--- config.mk ---
export PLATFORM = sky130hd
export DESIGN_NAME = imem_loader
export DESIGN_NICKNAME = d
export VERILOG_FILES = /design/src/rtl/imem_loader.sv
export SDC_FILE = /design/constraint.sdc
export NUM_CORES = 1
export LEC_CHECK = 0
export ABC_AREA = 1
export CORE_AREA = 2 2 107 109
export DETAILED_ROUTE_END_ITERATION = 10
export DIE_AREA = 0 0 109 111
export PLACE_DENSITY = 0.71
export SLEW_MARGIN = 20
export SYNTH_ARGS = -nofsm -noshare
export SYNTH_HDL_FRONTEND = slang
export SYNTH_SLANG_ARGS = --single-unit
--- constraint.sdc ---
create_clock -name clk -period 2.5 [get_ports clk]
set_clock_uncertainty 0.05 [all_clocks]
set_input_delay 0.5 -clock clk [delete_from_list [all_inputs] [get_ports clk]]
set_output_delay 0.5 -clock clk [all_outputs]
set_load 0.01 [all_outputs]
--- src/rtl/imem_loader.sv ---
// Instruction-memory loader: packs a byte stream (MSB first) into 16-bit words and writes them to
// sequential addresses. Define IMEM_LOADER_CHECKSUM_EN to require a trailing XOR checksum byte.
module imem_loader #(
    parameter int ADDR_W = 32,
    parameter int LEN_W  = 16
) (
    input  logic              clk,
    input  logic              rst_n,
    input  logic              start,
    input  logic [ADDR_W-1:0] base_addr,
    input  logic [LEN_W-1:0]  length,
    input  logic              abort,
    input  logic              in_valid,
    input  logic [7:0]        in_data,
    output logic              in_ready,
    output logic              mem_we,
    output logic [ADDR_W-1:0] mem_addr,
    output logic [15:0]       mem_wdata,
    output logic              busy,
    output logic              done,
    output logic              err
);

`ifdef IMEM_LOADER_CHECKSUM_EN
    typedef enum logic [2:0] {
        S_IDLE, S_LOAD_HI, S_LOAD_LO, S_WRITE, S_DONE, S_CHK
    } state_t;
`else
    typedef enum logic [2:0] {
        S_IDLE, S_LOAD_HI, S_LOAD_LO, S_WRITE, S_DONE
    } state_t;
`endif

    state_t            state_reg, state_next;
    logic [ADDR_W-1:0] addr_reg, addr_next;
    logic [LEN_W-1:0]  len_reg, len_next;
    logic [LEN_W-1:0]  idx_reg, idx_next;
    logic [LEN_W-1:0]  idx_inc;
    logic [15:0]       word_reg, word_next;
    logic              err_reg, err_next;
    logic              accept;
`ifdef IMEM_LOADER_CHECKSUM_EN
    logic [7:0]        xor_reg, xor_next;
`endif

    assign idx_inc = idx_reg + 1'b1;
    assign accept  = in_valid && in_ready;

    always_ff @(posedge clk or negedge rst_n) begin
        if (!rst_n) begin
            state_reg <= S_IDLE;
            addr_reg  <= '0;
            len_reg   <= '0;
            idx_reg   <= '0;
            word_reg  <= '0;
            err_reg   <= 1'b0;
`ifdef IMEM_LOADER_CHECKSUM_EN
            xor_reg   <= '0;
`endif
        end else begin
            state_reg <= state_next;
            addr_reg  <= addr_next;
            len_reg   <= len_next;
            idx_reg   <= idx_next;
            word_reg  <= word_next;
            err_reg   <= err_next;
`ifdef IMEM_LOADER_CHECKSUM_EN
            xor_reg   <= xor_next;
`endif
        end
    end

    always_comb begin
        state_next = state_reg;
        addr_next  = addr_reg;
        len_next   = len_reg;
        idx_next   = idx_reg;
        word_next  = word_reg;
        err_next   = err_reg;
`ifdef IMEM_LOADER_CHECKSUM_EN
        xor_next   = xor_reg;
`endif
        case (state_reg)
            S_IDLE: begin
                if (start) begin
                    addr_next  = base_addr;
                    len_next   = length;
                    idx_next   = '0;
                    err_next   = 1'b0;
`ifdef IMEM_LOADER_CHECKSUM_EN
                    xor_next   = '0;
`endif
                    state_next = (length == '0) ? S_DONE : S_LOAD_HI;
                end
            end
            S_LOAD_HI: begin
                if (accept) begin
                    word_next[15:8] = in_data;
`ifdef IMEM_LOADER_CHECKSUM_EN
                    xor_next        = xor_reg ^ in_data;
`endif
                    state_next      = S_LOAD_LO;
                end
            end
            S_LOAD_LO: begin
                if (accept) begin
                    word_next[7:0] = in_data;
`ifdef IMEM_LOADER_CHECKSUM_EN
                    xor_next       = xor_reg ^ in_data;
`endif
                    state_next     = S_WRITE;
                end
            end
            S_WRITE: begin
                // Address wraps silently modulo 2^ADDR_W.
                idx_next  = idx_inc;
                addr_next = addr_reg + 1'b1;
                if (idx_inc == len_reg) begin
`ifdef IMEM_LOADER_CHECKSUM_EN
                    state_next = S_CHK;
`else
                    state_next = S_DONE;
`endif
                end else begin
                    state_next = S_LOAD_HI;
                end
            end
`ifdef IMEM_LOADER_CHECKSUM_EN
            S_CHK: begin
                if (accept) begin
                    if (in_data != xor_reg) err_next = 1'b1;
                    state_next = S_DONE;
                end
            end
`endif
            S_DONE: state_next = S_IDLE;
            default: state_next = S_IDLE;
        endcase

        // Abort overrides everything outside IDLE; a partially packed word is simply dropped.
        if (abort && state_reg != S_IDLE) begin
            state_next = S_IDLE;
            err_next   = 1'b1;
        end
    end

`ifdef IMEM_LOADER_CHECKSUM_EN
    assign in_ready = (state_reg == S_LOAD_HI) || (state_reg == S_LOAD_LO) || (state_reg == S_CHK);
`else
    assign in_ready = (state_reg == S_LOAD_HI) || (state_reg == S_LOAD_LO);
`endif
    assign mem_we    = (state_reg == S_WRITE);
    assign mem_addr  = addr_reg;
    assign mem_wdata = word_reg;
    assign busy      = (state_reg != S_IDLE) && (state_reg != S_DONE);
    assign done      = (state_reg == S_DONE) && !abort;
    assign err       = err_reg;

endmodule

Yosys cells after proc, flatten, opt, wreduce, memory -nomap -nowiden. Index checks and enable logic that the tools add are counted.

Bits in read-only memories: 0. Output and inout bits: 53. Memories kept: 0. Bits in latches: 0. Register bits: 84. Memory bits (writable): 0.

Order comparisons: 0. Add/subtract/negate cells: 2. Div/mod/pow operators: 0. Multipliers: 0. Bitwise operators: 0. Multiplexer cells: 14. Shifts and indexed selects: 0. Reductions and logical operators: 18. Equal/unequal tests: 10.

Operator list (count): 32-bit case mux with 2 select lines (1); 32-bit by 1-bit adder with 32-bit output, second input constant (1); 32-bit two-way mux (1); 16-bit case mux with 2 select lines (1); 3-bit two-way mux (6); 16-bit by 1-bit adder with 16-bit output, second input constant (1); 16-bit == test (1); 16-bit logical NOT (1); 16-bit two-way mux (1); 3-bit != test, second input constant (4); 3-bit case mux with 4 select lines (1); 2-bit AND reduction (5); 3-bit by 2-bit == test with 1-bit output, second input constant (2); 2-bit nonzero test (3); 1-bit logical AND (4); 3-bit by 1-bit == test with 1-bit output, second input constant (1); 3-bit == test, second input constant (1); 3-bit logical NOT (1); 1-bit two-way mux (3); 3-bit AND reduction (1); 3-bit nonzero test (1); 2-bit != test, second input constant (1); 1-bit logical NOT (1); 1-bit logical OR (1).

Longest topological paths before layout. Gate-level depths: netlist (run 1).

Word-level depth: 6. Mapped depth: 16.

Least setup slack after synthesis (run 1). No wires, ideal clock.

Path type: flip-flop to flip-flop. Start: reg addr_reg[0] (netlist: mem_addr[0]). End: reg addr_reg[28] (netlist: mem_addr[28]). Data arrival time: 1662 ps. Slack: 665 ps. Clock period less this slack: 1835 ps. Required time: 2327 ps. Stages on the path, launching flop included: 13. Path buffers: 0. Path through: dfrtp_1 ha_1 nand2_1 nor2_2 nand2_1 nor2_2 nand2_2 nor2_2 nand3b_2 nor3_1 nor2_1 nor2_1 o21ai_1.

Word-level cells in the longest chain between the ends: 2.

Ends and longest elaborated chain: from (decl) (RTL line 35) `logic [ADDR_W-1:0] addr_reg, addr_next;`; from (signal assigned) (RTL line 62) `addr_reg <= addr_next;`; 32-bit by 1-bit adder with 32-bit output (RTL line 117) `addr_next = addr_reg + 1'b1;`; 32-bit case mux with 2 select lines (RTL line 83) `case (state_reg)`.

No other way between the ends. A chain may end at the register's enable or synchronous reset.

Worst setup path in the final report (run 1).
Start: reg state_reg[2]. End: out in_ready.

Word-level cells in the longest chain between the ends: 2. Elaborated cells between the ends (all ways): 3.

Ends and longest elaborated chain: from (decl) (RTL line 34) `state_t state_reg, state_next;`; from (signal assigned) (RTL line 61) `state_reg <= state_next;`; 3-bit by 1-bit == test with 1-bit output / 3-bit by 2-bit == test with 1-bit output (equally long branches) (RTL line 150) `assign in_ready = (state_reg == S_LOAD_HI) || (state_reg == S_LOAD_LO);`; 1-bit logical OR (*) (RTL line 150); to (decl) (RTL line 15) `output logic in_ready,`.

Every way passes the cells marked *; elsewhere a longest branch is shown, timed or not.

==> results of run 1 <==
==> placed cells by master, fill, tap and decap left out, types with 2 or more instances in the layout <==
cell type / count
clkbuf_1: 2
nor2_1: 49
clkbuf_8: 2
clkdlybuf4s50_1: 112
o21ai_0: 42
inv_2: 5
o221ai_1: 3
or2_2: 2
nand4_1: 17
ha_1: 2
xnor2_1: 3
inv_1: 78
nor4_1: 6
a21oi_1: 7
o21ai_1: 11
o211ai_1: 12
nand3b_1: 7
nor2_2: 7
clkbuf_16: 9
o21a_1: 2
clkinv_2: 2
xor2_1: 13
nor3_1: 13
buf_4: 10
nor2_4: 5
nand2_2: 7
dfrtp_1: 84
nand3_1: 55
o22ai_1: 16
nand2_1: 187
==> Yosys cell counts (all sizes together) (12+ instances only) <==
library cell | instances | area [um^2]
nand2 | 194 | 746
dfrtp | 84 | 2100
inv | 83 | 312
nor2 | 61 | 284
nand3 | 55 | 275
o21ai | 53 | 265
nand4 | 17 | 106
o22ai | 16 | 100
nor3 | 14 | 75.1
clkbuf | 13 | 58.8
xor2 | 13 | 114
o211ai | 12 | 90.1
==> power groups by stage <==
stage	Combinational [W]	Clock, W	Sequential, W
2_1_floorplan	0.00158	0	0.00251
3_3_place_gp	0.00307	0	0.00245
3_5_place_dp	0.00314	0	0.00247
4_1_cts	0.00315	0.00126	0.00246
5_1_grt	0.00349	0.00132	0.00256
6_report	0.00314	0.00124	0.00247
==> cells by family after synthesis <==
| group | Yosys count |
|---|---|
| and+or+nand+nor | 358 |
| buffers and inverters | 103 |
| AOI/OAI and AO/OA | 98 |
| DFF | 84 |
| xor gates and xnor gates | 16 |
| adders and majority gates | 2 |
==> routing by layer <==
| metal | vias to the layer above | share of wire (%) |
|---|---|---|
| li1 | 2405 | - |
| met1 | 2346 | 44 |
| met2 | 196 | 46 |
| met3 | 27 | 7.9 |
| met4 | 0 | 2.4 |
| met5 | - | 0 |
==> through the flow <==
stage | utilization (%) | cells | worst slack, ns | power [W] | hold WS, ns
floorplan | - | 661 | 0.665 | 0.00409 | 0.154
global placement | 55.6 | 907 | 0.288 | 0.00553 | 0.416
detailed placement | 55.6 | 907 | 0.284 | 0.00561 | 0.431
CTS | 58.1 | 922 | 0.146 | 0.00687 | 0.0802
global route | 58.1 | 922 | 0.0344 | 0.00737 | 0.104
finish | 58.1 | 922 | 0.146 | 0.00685 | 0.0644
==> final timing paths <==
| check | start | endpoint | cells past startpoint |
|---|---|---|---|
| min in group clk | mem_wdata[4]$_DFFE_PN0P_ | mem_wdata[4]$_DFFE_PN0P_ | 2 |
| min | rst_n | mem_addr[31]$_DFFE_PN0P_ | 1 |
| max in group asynchronous | rst_n | idx_reg[0]$_DFFE_PN0P_ | 2 |
| min reg2reg | mem_wdata[4]$_DFFE_PN0P_ | mem_wdata[4]$_DFFE_PN0P_ | 2 |
| max | state_reg[2]$_DFFE_PN0P_ | in_ready | 5 |
| max reg2reg | idx_reg[0]$_DFFE_PN0P_ | state_reg[0]$_DFFE_PN0P_ | 14 |
==> area by class of cell <==
class | count | share of cell area [%]
clock buffers | 13 | 4.05
inverters | 83 | 4.84
flip-flops and latches | 84 | 32.7
clock inverters | 2 | 0.156
repair buffers | 123 | 18.9
well taps | 143 | 2.78
multi-input cells | 474 | 36.6
==> critical path, stage by stage, from the launching register on <==
cell and delay, ns:
dfrtp_1 0.43, nor2_1 0.18, nand2_1 0.08, inv_1 0.10, or2_2 0.13, clkdlybuf4s50_1 0.54
==> flow_summary.json, run 1 <==
{
  "status": "finished, final reports clean",
  "hold_buffers": 0,
  "crit_fanout": 4,
  "synth_fa_ha_area_share_pct": 0.514,
  "ys_seq_area_share_pct": 43.2,
  "gp_congestion": 0.912,
  "routedWlPerCell_um": 15.1,
  "synth_cell_type_count": 37,
  "synthFlopType": "dfrtp_1",
  "power_frac_comb_pct": 45.9,
  "cts.sinks": 84,
  "io_pins": 114,
  "drive_gt1_share_pct": 6.80,
  "io_buffer_count": 113,
  "largest_register_ffs": 32,
  "dpl-instance-area_um2": 6160,
  "cts_resized": 0,
  "first_global_vias": 4935,
  "start_kind": "register",
  "cts_setup_buffers": 0,
  "path_class": "reg2out",
  "synth-seq-cells": 84,
  "areaGrowthSynthToFinish_pct": 32.2,
  "syn_area_per_cell_um2": 7.36,
  "firstDrtPassIters": 5,
  "syn-instance-count": 661,
  "p_sw_share_pct": 40.3,
  "synth_top_family_by_area": "simple AND/OR/NAND/NOR gates",
  "max_freq_ghz": 0.425,
  "multiInputGateArea_um2": 2350,
  "vias": 4974,
  "hp-class": "in2async",
  "die_w_um": 109,
  "grt_util_met3_pct": 5.23,
  "drc": 0,
  "worst_setup_hold_path_clk_slew_ns": 0.06,
  "seqCellArea_um2": 2100,
  "row_count": 39,
  "cts_tree": "done",
  "grt-busiest-layer": "met2",
  "die_area_um2": 12100,
  "synthArstFlopShare_pct": 100,
  "maxCapViolations": 0,
  "dpl.hpwl_um": 10300,
  "antenna_found_initial": 0,
  "nets": 838,
  "clkPwrFrac_pct": 18.0,
  "relSlewSlack_pct": 67.5,
  "fp.dieH_um": 111,
  "synthMuxAreaShare_pct": 0,
  "setup_viol": 0,
  "fin_crit_sh_pct": 94.2,
  "cp-end-kind": "primary output",
  "power_density_nw_per_um2": 1060,
  "clock_latency_ns": 0.34,
  "dr.first_iter.drc_count": 311,
  "p_int_w": 0.00409,
  "global_route.usage.met1_pct": 32.3,
  "diodes": 0,
  "grt_max_degree": 50,
  "viasPerCell": 5.39,
  "root_buffer": "clkbuf_16",
  "ir_drop_uv": 589,
  "fp.coreArea_um2": 11100,
  "maxSlewViolCount": 0,
  "synthXorXnorAreaFrac_pct": 2.88,
  "rsz0062_at_grt": "false",
  "tns_ns": 0,
  "yosys_warnings": 0,
  "antenna_left": 0,
  "track_usage_pct": 24.4,
  "yosys.area_share.simple_pct": 33.2,
  "cts_buffers": 9,
  "crit_arrival_ns": 1.80,
  "power_switching_w": 0.00276,
  "cts_max_path_buffers": 2,
  "fin_crit_ns": 2.35,
  "htreeDepth": 3,
  "tightest_slew_ns": 0.487,
  "met2_usage_pct": 38.9,
  "syn_area_um2": 4860,
  "fillers": 992,
  "drt-total-wl_um": 13900,
  "hold_viol_final": 0,
  "synth_nets": 724,
  "fin_area_um2": 6430,
  "grt_pass1_wl_um": 23500,
  "critical_path_required_ns": 1.95,
  "p_seq_share_pct": 36.1,
  "grt-ovfl-total": 0,
  "total_leakage_power_nw": 2.82,
  "reg2reg_slack_ns": 0.40,
  "synth_edf_count": 0,
  "start_util_pct": 43.9,
  "synth_compound_area_share_pct": 11.8
}
No activity file was read; power rests on OpenSTA's default activity.
==> run 2: changes to the inputs <==
--- a/config.mk
+++ b/config.mk
@@ -9,6 +9,7 @@
 export CORE_AREA = 2 2 107 109
 export DETAILED_ROUTE_END_ITERATION = 10
 export DIE_AREA = 0 0 109 111
+export HOLD_SLACK_MARGIN = 0.15
 export PLACE_DENSITY = 0.71
 export SLEW_MARGIN = 20
 export SYNTH_ARGS = -nofsm -noshare
==> flow_summary.json, run 2 (synthesis results as in run 1) <==
{
  "cts_buffers": 9,
  "dpl-instance-area_um2": 6160,
  "io_pins": 114,
  "power_density_nw_per_um2": 1060,
  "clkPwrFrac_pct": 18.1,
  "first_global_vias": 4935,
  "fillers": 991,
  "io_buffer_count": 113,
  "nets": 839,
  "rsz0062_at_grt": "false",
  "die_w_um": 109,
  "htreeDepth": 3,
  "p_sw_share_pct": 40.4,
  "track_usage_pct": 24.4,
  "relSlewSlack_pct": 67.5,
  "setup_viol": 0,
  "tightest_slew_ns": 0.487,
  "row_count": 39,
  "final_cell_mix": "187 x nand2_1, 112 x clkdlybuf4s50_1, 84 x dfrtp_1",
  "tns_ns": 0,
  "dr.first_iter.drc_count": 289,
  "worst_setup_hold_path_clk_slew_ns": 0.06,
  "fp.dieH_um": 111,
  "grt_max_degree": 50,
  "power_switching_w": 0.00277,
  "hold_buffers": 1,
  "viasPerCell": 5.40,
  "maxCapViolations": 0,
  "root_buffer": "clkbuf_16",
  "crit_fanout": 4,
  "largest_register_ffs": 32,
  "reg2reg_slack_ns": 0.42,
  "cts_tree": "done",
  "gp_congestion": 0.912,
  "vias": 4985,
  "path_cells": "nor2_1, nand2_1, inv_1, or2_2, clkdlybuf4s50_1",
  "cp-end-kind": "primary output",
  "p_seq_share_pct": 36.1,
  "drt-total-wl_um": 14000,
  "clock_latency_ns": 0.34,
  "power_frac_comb_pct": 45.9,
  "timing.final.ws_setup_ns": 0.147,
  "dpl.hpwl_um": 10300,
  "cts_max_path_buffers": 2,
  "routedWlPerCell_um": 15.2,
  "firstDrtPassIters": 5,
  "max_freq_ghz": 0.425,
  "start_util_pct": 43.9,
  "slowest_delay_ns": 0.54,
  "antenna_left": 0,
  "worst-path-buf-inv": 2,
  "p_int_w": 0.00409,
  "fin_crit_ns": 2.35,
  "grt-ovfl-total": 0,
  "cts.sinks": 84,
  "total_leakage_power_nw": 2.82,
  "drc": 0,
  "ir_drop_uv": 588,
  "path_class": "reg2out",
  "die_area_um2": 12100,
  "cts_setup_buffers": 0,
  "areaGrowthSynthToFinish_pct": 32.4,
  "fin_area_um2": 6440,
  "fp.coreArea_um2": 11100,
  "layout_commonest_cell": "nand2_1",
  "hp-class": "reg2reg",
  "hold_viol_final": 0,
  "crit_family": "buffers and inverters",
  "cts_resized": 0,
  "drive_gt1_share_pct": 6.79,
  "maxSlewViolCount": 0,
  "start_kind": "register",
  "fin_crit_sh_pct": 94.1,
  "critical_path_required_ns": 1.95,
  "antenna_found_initial": 0,
  "status": "finished, final reports clean",
  "grt_pass1_wl_um": 23500,
  "pre_cts_slack_ns": 0.284,
  "diodes": 0,
  "slowest_stage": "clkdlybuf4s50_1",
  "crit_arrival_ns": 1.80
}
-- run 2: changes by cell type in the layout (fill, tap and decap cells not counted) --
cell | before | now
dlygate4sd3_1 | 0 | 1
-- run 2: metrics by stage --
step	utilization [%]	std cells	total power [W]	hold WS, ns
2_1_floorplan	-	661	0.00409	0.154
3_3_place_gp	55.6	907	0.00553	0.416
3_5_place_dp	55.6	907	0.00561	0.431
4_1_cts	58.2	923	0.00687	0.445
5_1_grt	58.2	923	0.00737	0.462
6_report	58.2	923	0.00686	0.440
-- run 2: final timing paths --
kind                                               start                        to  cells past startpoint
worst max-delay path            state_reg[2]$_DFFE_PN0P_                  in_ready                      5
worst min-delay path            mem_wdata[4]$_DFFE_PN0P_  mem_wdata[4]$_DFFE_PN0P_                      2
worst max register to register    idx_reg[0]$_DFFE_PN0P_  state_reg[0]$_DFFE_PN0P_                     14
worst min register to register  mem_wdata[4]$_DFFE_PN0P_  mem_wdata[4]$_DFFE_PN0P_                      2
max in group asynchronous                          rst_n    idx_reg[0]$_DFFE_PN0P_                      3
min in group asynchronous                          rst_n  mem_addr[31]$_DFFE_PN0P_                      2
-- run 2: power by group through the flow --
stage / sequential [W] / combinational [W] / clock (W)
2_1_floorplan: 0.00251 / 0.00158 / 0
3_3_place_gp: 0.00245 / 0.00307 / 0
3_5_place_dp: 0.00247 / 0.00314 / 0
4_1_cts: 0.00246 / 0.00315 / 0.00126
5_1_grt: 0.00256 / 0.00349 / 0.00132
6_report: 0.00247 / 0.00315 / 0.00124
-- run 2: tightest hold or removal path, cell delays in order (launching register included) --
cell	delay (ns)
dfrtp_1	0.34
nand2_1	0.05
o21ai_0	0.06
-- run 2: final cells by class --
cell class                      instances  area [um^2]  share of cell area, %
Multi-Input combinational cell        474         2350                   36.5
Sequential cell                        84         2100                   32.6
Timing Repair Buffer                  124         1230                   19.0
Inverter                               83          312                   4.84
Clock buffer                           13          260                   4.04
Tap cell                              143          179                   2.78
Clock inverter                          2         10.0                  0.155
-- run 2: routing by layer --
layer  GRT usage (%)  routed length [um]
met1            32.3                6000
met2            38.9                6470
met3            5.23                1190
met4            8.97                 328
met5               0                   0
==> variant 1: new RTL, config.mk and constraints of run 2 <==
The option `IMEM_LOADER_CHECKSUM_EN` is turned on by a define.
--- a/src/rtl/imem_loader.sv
+++ b/src/rtl/imem_loader.sv
@@ -1,4 +1,6 @@
 // Instruction-memory loader: packs a byte stream (MSB first) into 16-bit words and writes them to
 // sequential addresses. Define IMEM_LOADER_CHECKSUM_EN to require a trailing XOR checksum byte.
+`define IMEM_LOADER_CHECKSUM_EN
+
 module imem_loader #(
     parameter int ADDR_W = 32,
Check against the original RTL: not equivalent (a bounded check fails within 10 cycles, from zero or initial values and one cycle with rst_n low).
==> variant 1 against run 2 <==
Fmax up 2.4%. Synthesized area up 12%. Worst hold slack better by 0.020 ns. Power up 10%. Sequential cell count up 8. Worst setup slack better by 0.054 ns. Routed wire length up 3.7%. Critical path depth down 1. Combinational power up 14%. Design area up 9.0%. Sequential power up 9.7%. Non-clock buffer count down 2. Global-route usage up 1.3 points. Largest power group unchanged.
==> variant 1: results (changes against run 2) <==
yosys:
  syn-num-nets: 750  # +3.6%
  synthTopCellsByArea: "dfrtp_1 (42%), nand2_1 (12%), inv_1 (5.0%), nand3_1 (4.5%), xor2_1 (3.5%)"
  synth.distinct_cells: 51  # +38%
  ys_seq_area_share_pct: 42.3  # -0.93 points
  postSynthCellCount: 687  # +3.9%
  yosys-top-cells-count: "nand2_1 (173), dfrtp_1 (92), inv_1 (72), nor2_1 (51), nand3_1 (49)"
setup_path:
  timing.rr.start: "mem_addr[0]"
  worstSetupStartpoint: "state_reg[2]"
  r2r_setup_slack_ns: 0.38  # -0.04 ns
  reg2regPathDepth: 11  # -3
  critical_path_arrival_ns: 1.75  # -0.05 ns
  rr_endpoint: "mem_addr[22]"
  slowest_delay_ns: 0.58  # +0.04 ns
final_layout:
  drive_gt1_share_pct: 11.9  # +5.1 points
  nets: 865  # +3.1%
power_and_ir_drop:
  pwr.group.combinational_mw: 3.58  # +14%
  p_clk_share_pct: 16.6  # -1.5 points
  p_leak_nw: 3.05  # +7.9%
  ir_worst_vdd_v: 0.000593  # +0.76%
  switching_power_mw: 3.10  # +12%
routing:
  via_count: 5153  # +3.4%
  wl_per_cell_um: 15.3  # +0.78%
  wl_um: 14500  # +3.7%
  dr.pass1.iters: 4  # -1
  drt_iter0_markers: 276  # -4.5%
global_route:
  grt_pass1_vias: 5286  # +7.1%
  grt.total_usage_pct: 25.7  # +1.3 points
  grt_use_met3_pct: 5.06  # -0.18 points
  grt_pass1_wl_um: 24600  # +4.9%
  grt_use_met1_pct: 32.8  # +0.48 points
  grt_use_met2_pct: 43.4  # +4.5 points
  grt_max_degree: 45  # -10%
clock_tree:
  clk_pin_slew_worst_paths_ns: 0.07
  cts_buffers: 9  # unchanged
placed_design:
  dpl.hpwl_um: 10800  # +4.3%
  gp_congestion: 0.872  # -4.4%
  dp.cells: 933  # +2.9%
  portBuffers: 113  # unchanged
  dpl_cell_area_sq_um: 6740  # +9.4%
run_status:
  status: "finished clean"
sta:
  tightest_slew_ns: 0.532  # +0.0455 ns
==> variant 1: kinds of logic after synthesis <==
logic type                 after synthesis  share of synthesized area, %
and+or+nand+nor                        355                          31.4
buffers and inverters                   99                          7.12
AOI/OAI and AO/OA                       95                          10.7
DFF                                     92                          42.3
xor gates and xnor gates                28                          4.76
muxes                                   16                          3.31
adders and majority gates                2                         0.459
==> variant 1: per-layer routing <==
layer  wire length (um)  vias to the layer above
met5                  0                        -
met4                269                        0
met3                951                       27
met2               7130                      179
met1               6170                     2439
li1                   -                     2508
==> variant 1: worst max-delay path, delay by kind of cell (launching register included) <==
kind	cells	cell delay (ns)
AOI/OAI and AO/OA	1	0.10
buffers and inverters	1	0.58
and+or+nand+nor	2	0.26
DFF	1	0.46
==> variant 1: area by class of cell <==
type / count / area [sq um]
clock buffer: 11 / 233
clock inverter: 5 / 38.8
fill: 988 / 4050
inverter: 81 / 304
multi-input combinational: 496 / 2760
sequential: 92 / 2300
tap: 143 / 179
timing repair buffer: 122 / 1210
==> variant 1: worst min-delay path by stage <==
stage	start	end	slack, ns
floorplan	rst_n	err	0.15
global placement	rst_n	mem_addr[9]	0.42
detailed placement	rst_n	mem_addr[9]	0.42
CTS	xor_reg[2]	xor_reg[2]	0.46
global route	mem_wdata[14]	mem_wdata[14]	0.48
finish	xor_reg[0]	xor_reg[0]	0.46
==> variant 1: per-stage QoR <==
stage	utilization [%]	worst slack [ns]
after floorplan	-	0.646
after global placement	60.9	0.295
after detailed placement	60.9	0.266
after CTS	63.4	0.188
after global routing	63.4	0.0954
final	63.4	0.201
==> variant 1: repair_timing <==
item                                   CTS  global route
hold buffers                             1             0
setup buffers                            0             0
resized for setup                        0             0
endpoints found under the hold margin   30             0
==> variant 2: new RTL, settings of run 2 <==
Without the edit above. Register the output `err` once more, cleared by the reset; this adds one clock of latency there. The other outputs are not delayed to match.
--- a/src/rtl/imem_loader.sv
+++ b/src/rtl/imem_loader.sv
@@ -155,5 +155,11 @@
     assign busy      = (state_reg != S_IDLE) && (state_reg != S_DONE);
     assign done      = (state_reg == S_DONE) && !abort;
-    assign err       = err_reg;
+    always_ff @(posedge clk or negedge rst_n) begin
+        if (!rst_n) begin
+            err <= '0;
+        end else begin
+            err <= err_reg;
+        end
+    end
 
 endmodule
Check against the original RTL: not equivalent (Yosys sat finds a counterexample within 4 cycles, from zero or initial values and one cycle with rst_n low).
==> variant 2 against run 2 <==
Sequential power decreased by 2%. Non-clock buffer count increased by 3. Sequential share of layout area rose by 0.24 points. Design area is 0.45% higher. Sequential cell count rose by 1. Synthesized area is 1.6% lower. Die area unchanged. Largest cell class unchanged. Worst setup slack better by 0.013 ns. Routed wire length fell by 2.5%. Power is 1.4% higher. Largest power group unchanged. Critical endpoint unchanged. Count of clock-buffer cells in the layout decreased by 3. Synthesized cell count decreased by 1.2%.
==> variant 2: results (changes against run 2) <==
yosys:
  synth-main-ff-cell: "dfrtp_1"
  yosys-top-cells-count: "nand2_1 (184), dfrtp_1 (85), inv_1 (79), nand3_1 (56), o21ai_0 (53)"
  ys_seq_area_share_pct: 44.4  # +1.2 points
  syn-num-nets: 716  # -1.1%
  yosys_warnings: 0  # unchanged
  synth.distinct_cells: 39  # +5.4%
  async_reset_ff_share_pct: 100  # unchanged
  synthTopCellsByArea: "dfrtp_1 (44%), nand2_1 (14%), inv_1 (6.2%), nand3_1 (5.9%), o21ai_0 (5.5%)"
routing:
  drt_iter0_markers: 340  # +18%
  highest_layer: "met4"
  viasPerCell: 5.26  # -2.5%
  dr.pass1.iters: 6  # +1
  route.met3.wl_um: 832  # -30%
  wl_per_cell_um: 14.8  # -2.3%
  wl_met2_um: 6660  # +2.9%
  met1_length_um: 5880  # -2.0%
final_layout:
  nNonClkInverters: 80  # -3.6%
  clock_area_share_pct: 5.16  # +0.97 points
  multi_input_area_share_pct: 35.3  # -1.3 points
  drive_gt1_share_pct: 6.30  # -0.50 points
  nets: 836  # -0.36%
  multi_input_cells: 470  # -0.84%
  fillers: 999  # +0.81%
  largest_register_ff_count: 32  # unchanged
  clkbuf_count: 10  # -3
  final-nonclk-buf-share_pct: 19.3  # +0.26 points
  antennaDiodeCount: 0  # unchanged
  n_all_buffers: 127  # +2.4%
  seq_area_share_pct: 32.9  # +0.24 points
global_route:
  grt_use_met1_pct: 31.3  # -0.96 points
  grt.total_usage_pct: 24.0  # -0.39 points
  grt_max_degree: 50  # unchanged
  grt_pass1_vias: 4763  # -3.5%
  grt_use_met3_pct: 5.88  # +0.65 points
  grt_pass1_wl_um: 22800  # -2.8%
  grt_use_met2_pct: 39.1  # +0.25 points
  antenna_found_initial: 0  # unchanged
die:
  tapCellCount: 143  # unchanged
power_and_ir_drop:
  ir_worst_vdd_v: 0.000585  # -0.64%
  p_leak_nw: 2.87  # +1.7%
clock_tree:
  clkLatencyLatePin_ns: 0.35
  clk_path_buf_depth: 2  # unchanged
  cts_buffers: 9  # unchanged
  post_cts_buffers: 0  # unchanged
  htree_levels: 3  # unchanged
  numClockSinks: 85  # +1.2%
  clk_pin_slew_worst_paths_ns: 0.07
sta:
  slew_headroom_pct: 58.6  # -9.0 points
  hold_viol: 0  # unchanged
  setup_tns_ns: 0  # unchanged
setup_path:
  critPathMaxFanout: 4  # unchanged
  r2r_setup_slack_ns: 0.35  # -0.07 ns
placed_design:
  dpl_cell_area_sq_um: 6130  # -0.57%
  dpl.hpwl_um: 10000  # -2.6%
  gp_congestion: 0.878  # -3.7%
  portBuffers: 113  # unchanged
run_status:
  status: "finished clean"
min_path:
  hold_class: "flop to flop"
[variant 2: cell count changes after synthesis, moves of 4 or more]
cell             run 2  this run
a21oi_1              7        17
buf_2                4         8
clkbuf_1            12         8
inv_2                5         1
nand2_2              7         3
nand4_1             17        13
nor2_4               5         1
o21ai_0             42        53
o21ai_1             11         4
xor2_1              13         8
[variant 2: where the power goes]
group	internal [mW]	total, mW	leakage [nW]	switching (mW)
sequential	1.92	2.43	1.07	0.509
clock	0.911	1.49	0.157	0.578
combinational	1.41	3.03	1.64	1.62
total	4.24	6.95	2.87	2.71
[variant 2: what timing repair did]
action	CTS	global route
hold endpoints to repair	36	0
gates resized for setup	0	0
hold buffers	1	0
[variant 2: worst paths after layout]
kind,startpoint,to,depth (start not counted)
min reg2reg,err_reg,err,0
max,state_reg[1],in_ready,6
max reg2reg,mem_addr[0],mem_addr[26],11
min in group asynchronous,rst_n,mem_addr[21],2
min,err_reg,err,0
max in group asynchronous,rst_n,len_reg[2],3
[variant 2: worst max-delay path, cell delays in order, from the launching register on]
cell	delay, ns
dfrtp_1	0.41
inv_1	0.08
nor2_1	0.05
nand2_1	0.06
inv_1	0.06
or2_2	0.29
clkdlybuf4s50_1	0.49
[variant 2: per-stage QoR]
stage / setup slack (ns) / hold WS [ns] / utilization, % / cells
6_report: 0.159 / 0.340 / 58.4 / 921
5_1_grt: 0.0558 / 0.362 / 58.4 / 921
4_1_cts: 0.155 / 0.338 / 58.4 / 921
3_5_place_dp: 0.272 / 0.322 / 55.3 / 904
3_3_place_gp: 0.189 / 0.313 / 55.3 / 904
2_1_floorplan: 0.681 / 0.154 / - / 653
[variant 2: cell families after synthesis]
group | share of synthesized area, %
compound gates | 13.5
xor+xnor | 1.65
fa+ha+maj | 0.523
buf+inv | 7.89
flops | 44.4
simple gates | 32.0
